<file path="src/rtl/neuron_mac_seq.sv">
// Sequential 28-element Q8.8 dot product with bias and 16-bit saturation, weights from a BRAM.
// Optional feature: define NEURON_RELU_EN to clamp negative results to zero.
module neuron_mac_seq (
    input  logic        CLK,
    input  logic        RST,
    input  logic        START,
    input  logic [15:0] BIAS,
    input  logic [15:0] X,
    input  logic        X_VALID,
    output logic        X_READY,
    output logic [4:0]  W_ADDR,
    output logic        W_EN,
    output logic        W_WE,
    input  logic [15:0] W_DO,
    output logic [15:0] Y,
    output logic        Y_VALID,
    output logic        BUSY
);

    typedef enum logic [1:0] {StIdle, StRun, StDrain, StFin} state_e;

    localparam logic [4:0] LastIdx = 5'd27;

    state_e             state_q, state_d;
    logic [4:0]         count_q, count_d;
    logic signed [39:0] acc_q, acc_d;
    logic signed [15:0] x_q, w_q;
    logic               mac_pend_q;
    logic [15:0]        y_q, y_d;
    logic               y_valid_q, y_valid_d;
    logic               accept;
    logic signed [31:0] product;
    logic signed [31:0] acc_shift;
    logic [15:0]        sat_res;
    logic [15:0]        y_next;

    assign product   = x_q * w_q;
    assign acc_shift = acc_q[39:8];

    always_comb begin
        if (acc_shift > 32'sd32767) begin
            sat_res = 16'h7FFF;
        end else if (acc_shift < -32'sd32768) begin
            sat_res = 16'h8000;
        end else begin
            sat_res = acc_shift[15:0];
        end
    end

`ifdef NEURON_RELU_EN
    assign y_next = sat_res[15] ? 16'h0000 : sat_res;
`else
    assign y_next = sat_res;
`endif

    always_comb begin
        state_d   = state_q;
        count_d   = count_q;
        acc_d     = acc_q;
        y_d       = y_q;
        y_valid_d = 1'b0;
        accept    = 1'b0;
        // The product registered on the previous accept lands one edge later (also covers DRAIN).
        if (mac_pend_q) begin
            acc_d = acc_q + {{8{product[31]}}, product};
        end
        unique case (state_q)
            StIdle: begin
                if (START) begin
                    acc_d   = {{16{BIAS[15]}}, BIAS, 8'h00};
                    count_d = 5'd0;
                    state_d = StRun;
                end
            end
            StRun: begin
                accept = X_VALID;
                if (accept) begin
                    // Count holds at the last index so W_ADDR never passes 27.
                    if (count_q == LastIdx) begin
                        state_d = StDrain;
                    end else begin
                        count_d = count_q + 5'd1;
                    end
                end
            end
            StDrain: begin
                state_d = StFin;
            end
            StFin: begin
                y_d       = y_next;
                y_valid_d = 1'b1;
                state_d   = StIdle;
            end
        endcase
    end

    always_ff @(posedge CLK) begin
        if (RST) begin
            state_q    <= StIdle;
            count_q    <= 5'd0;
            acc_q      <= 40'sd0;
            x_q        <= 16'sd0;
            w_q        <= 16'sd0;
            mac_pend_q <= 1'b0;
            y_q        <= 16'h0000;
            y_valid_q  <= 1'b0;
        end else begin
            state_q    <= state_d;
            count_q    <= count_d;
            acc_q      <= acc_d;
            mac_pend_q <= accept;
            y_q        <= y_d;
            y_valid_q  <= y_valid_d;
            // BRAM data was read on the negedge inside the accept cycle; capture it with X
            // so a following accept cannot overwrite it before the MAC.
            if (accept) begin
                x_q <= X;
                w_q <= W_DO;
            end
        end
    end

    assign X_READY = (state_q == StRun);
    assign W_EN    = accept;
    assign W_ADDR  = count_q;
    assign W_WE    = 1'b0;
    assign Y       = y_q;
    assign Y_VALID = y_valid_q;
    assign BUSY    = (state_q != StIdle);

endmodule

</file>
<file path="config.mk">
export PLATFORM = sky130hd
export DESIGN_NAME = neuron_mac_seq
export DESIGN_NICKNAME = d
export VERILOG_FILES = /design/src/rtl/neuron_mac_seq.sv
export SDC_FILE = /design/constraint.sdc
export NUM_CORES = 1
export LEC_CHECK = 0
export CAP_MARGIN = 20
export CORE_ASPECT_RATIO = 2
export CORE_MARGIN = 2
export CORE_UTILIZATION = 50
export DETAILED_ROUTE_END_ITERATION = 16
export GPL_TIMING_DRIVEN = 0
export PLACE_DENSITY = 0.79
export SLEW_MARGIN = 20
export SYNTH_ARGS = -nofsm -noshare
export SYNTH_HDL_FRONTEND = slang
export SYNTH_SLANG_ARGS = --single-unit
</file>
<file path="constraint.sdc">
create_clock -name CLK -period 9.1 [get_ports CLK]
set_clock_uncertainty 0.15 [all_clocks]
set_input_delay 2.275 -clock CLK [delete_from_list [all_inputs] [get_ports CLK]]
set_output_delay 2.275 -clock CLK [all_outputs]
set_load 0.01 [all_outputs]
</file>
==> results of run 1 <==
==> repair_timing <==
item	in CTS	in global routing
setup endpoints to repair	15	14
pin swaps	1	5
hold buffers	0	0
buffers inserted	0	6
resized for setup	47	95
endpoints found under the hold margin	0	0
==> final cells by class <==
class / count / area, sq um
Fill cell: 2767 / 13700
Multi-Input combinational cell: 1375 / 12500
Sequential cell: 97 / 1990
Inverter: 317 / 1190
Timing Repair Buffer: 81 / 796
Tap cell: 423 / 529
Buffer: 70 / 364
Clock buffer: 9 / 225
Clock inverter: 7 / 93.8
==> power groups by stage <==
| stage | Combinational (mW) | Clock, mW | Sequential [mW] |
|---|---|---|---|
| 2_1_floorplan | 0.881 | 0 | 0.581 |
| 3_3_place_gp | 1.27 | 0 | 0.630 |
| 3_5_place_dp | 1.29 | 0 | 0.631 |
| 4_1_cts | 1.31 | 0.439 | 0.633 |
| 5_1_grt | 1.46 | 0.447 | 0.649 |
| 6_report | 1.33 | 0.430 | 0.642 |
==> state kept, by name, summed over array words and instances (netlist names) <==
name,flops
W_ADDR,5
w_q,16
x_q,16
state_q,2
Y,16
Y_VALID,1
acc_q,40
mac_pend_q,1
==> layer usage <==
layer / up-vias / wire length [um] / share of wire (%)
met2: 518 / 25100 / 54
met4: 0 / 4480 / 9.7
met5: - / 0 / 0
met3: 263 / 2000 / 4.3
met1: 6593 / 14700 / 32
li1: 6095 / - / -
==> worst paths after layout <==
kind	endpoint	slack [ns]
min reg2reg	acc_q[4]	0.32
max reg2reg	acc_q[36]	0.19
min	acc_q[4]	0.32
max	acc_q[36]	0.19
==> cells by family (layout without fill, tap and decap cells) <==
group / Yosys count / after routing / share of synthesized area, %
other: 1 / 1 / 0.0236
muxes: 18 / 18 / 1.14
AOI/OAI and AO/OA: 327 / 327 / 12.9
adders and majority gates: 391 / 391 / 43.3
and+or+nand+nor: 568 / 568 / 17.3
DFF: 97 / 97 / 12.2
xor gates and xnor gates: 70 / 70 / 3.86
buffers and inverters: 392 / 484 / 9.30
==> cell usage in the layout (no fill, tap or decap), drive strengths merged, types with 3 or more instances in the layout <==
cell | netlist | layout
dfxtp | 97 | 97
nor3 | 12 | 12
and3 | 9 | 9
o21ai | 75 | 75
and2 | 128 | 128
nand4 | 13 | 13
a311oi | 5 | 5
nand2 | 233 | 233
a31oi | 17 | 17
nor2b | 13 | 13
ha | 128 | 128
a2111oi | 3 | 3
a21o | 22 | 22
inv | 317 | 321
xor2 | 18 | 18
clkdlybuf4s50 | 0 | 75
nand3 | 20 | 20
o211ai | 6 | 6
o21bai | 8 | 8
fa | 263 | 263
nor2 | 84 | 84
or3 | 6 | 6
mux2i | 17 | 17
clkbuf | 68 | 60
a211oi | 24 | 24
a31o | 3 | 3
xnor2 | 52 | 52
o21a | 11 | 11
o31ai | 4 | 4
buf | 7 | 25
or2 | 4 | 4
nor4 | 5 | 5
a21oi | 128 | 128
nand2b | 31 | 31
==> stage by stage <==
stage | total power, mW | setup slack [ns] | instance area [sq um] | std cells
2_1_floorplan | 1.46 | 0.919 | 15900 | 1864
3_3_place_gp | 1.90 | -0.655 | 17100 | 2362
3_5_place_dp | 1.93 | -0.799 | 17100 | 2362
4_1_cts | 2.38 | 0.00572 | 17500 | 2375
5_1_grt | 2.56 | -0.0618 | 17700 | 2379
6_report | 2.41 | 0.186 | 17700 | 2379
==> critical path, delay by kind of cell (launching register included) <==
family | cells | cell delay (ns)
and+or+nand+nor | 10 | 1.44
AOI/OAI and AO/OA | 8 | 2.00
DFF | 1 | 0.48
adders and majority gates | 8 | 3.98
muxes | 1 | 0.37
buffers and inverters | 4 | 0.42
==> impl_metrics.yaml, run 1 <==
yosys:
  synth_seq_cells: 97
  synth-async-reset-ratio_pct: 0
  synth.cell_area_sq_um: 15900
  synth-edff-count: 0
  synth_common_cells: "inv_1, fa_1, nand2_1"
  netlist_instances: 1864
  synth_nets: 2307
  avgSynthCellArea_sq_um: 8.51
  yosysTopAreaCell: "fa_1"
  synth_cell_types: 72
  seq_area_frac_synth_pct: 12.2
  yosys.area.top_type_share_pct: 33.2
  synth_area_leaders: "fa_1, dfxtp_1, ha_1, inv_1, nand2_1"
  ys.flop_type: "dfxtp_1"
  yosys_warnings: 0
  yosysMostFrequentCell: "inv_1"
grt:
  grt-ovfl-total: 0
  grtUsageMet1_pct: 28.3
  antenna_found_initial: 0
  grt_pass1_wl_um: 74600
  grtUsageMet2_pct: 54.0
  met3_usage_pct: 4.08
  grt_max_degree: 20
  grt.busiest_layer: "met2"
  grt_pass1_vias: 14800
  grt_util_all_layers_pct: 29.3
min_path:
  worstHoldStart: "acc_q[4]"
  hold_depth: 2
  hold_class: "reg -> reg"
clocking:
  clock_path_buffers: 2
  clk_pin_slew_ns: 0.08
  cts_made_buffers: 9
  cts-root-buf: "clkbuf_16"
  htree_levels: 3
  clkLatencyLatePin_ns: 0.39
  cts_sinks: 97
  cts_tree: "yes"
sta:
  slew_violations: 0
  fin_crit_sh_pct: 98.0
  hold-worst-slack_ns: 0.320
  fin_crit_ns: 8.91
  maxSlewHeadroom_pct: 34.2
  tns_ns: 0
  finalHoldViolCount: 0
  setup_viol: 0
  fmax_mhz: 112
  worst_pin_slew_ns: 0.984
routing:
  detail-route-antenna-nets: 0
  vias: 13500
  wl_um: 46300
  viasPerCell: 5.66
  drcViolationCount: 0
  dr.first_iter.drc_count: 673
  wl_per_cell_um: 19.5
  first_pass_iters: 6
die:
  fp.dieH_um: 256
  io_pins: 78
  start_util_pct: 50.5
  die_area_sq_um: 33300
  core_sq_um: 31400
  num_rows: 92
  die_w_um: 130
cells_and_area:
  fin_util_pct: 56.4
  layout.nets: 2394
  syn_to_final_growth_pct: 11.7
  n_antenna_cell: 0
  drive_gt1_share_pct: 5.98
placed_design:
  dp_hpwl_um: 38700
  io_buffers: 75
  place_congestion: 1.03
power:
  swShare_pct: 48.7
  net-switching-power_mw: 1.17
  cellPowerDensity_nw_per_um2: 136
  vdd_drop_max_v: 0.000135
  clock_power_share_pct: 17.9
  power_frac_seq_pct: 26.7
  intPower_mw: 1.23
  leakage_nw: 8.48
  power_frac_comb_pct: 55.4
worst_setup_path:
  r2r_start: "x_q[7]"
  crit_path_top_delay_cell: "fa_1"
  cp_slowest_stage_delay_ns: 0.64
  crit_path_frequent_cell: "fa_1"
  cp_max_fo: 10
  startpoint: "x_q[7]"
  r2r_cells: 31
  cp.required_ns: 9.27
  worstPathArrival_ns: 9.09
  crit_type: "reg -> reg"
  critical_path.endpoint_type: "register"
  cp-start-kind: "register"
job:
  cap_viol_max_count: 0
run_status:
  status: "finished, final reports clean"
(Power assumes the default switching activity.)
==> run 2, diff against run 1 <==
Settings changed: CAP_MARGIN 20 to 0.
==> results of run 2 <==
Final layout, timing and power as in run 1 (identical DEF).
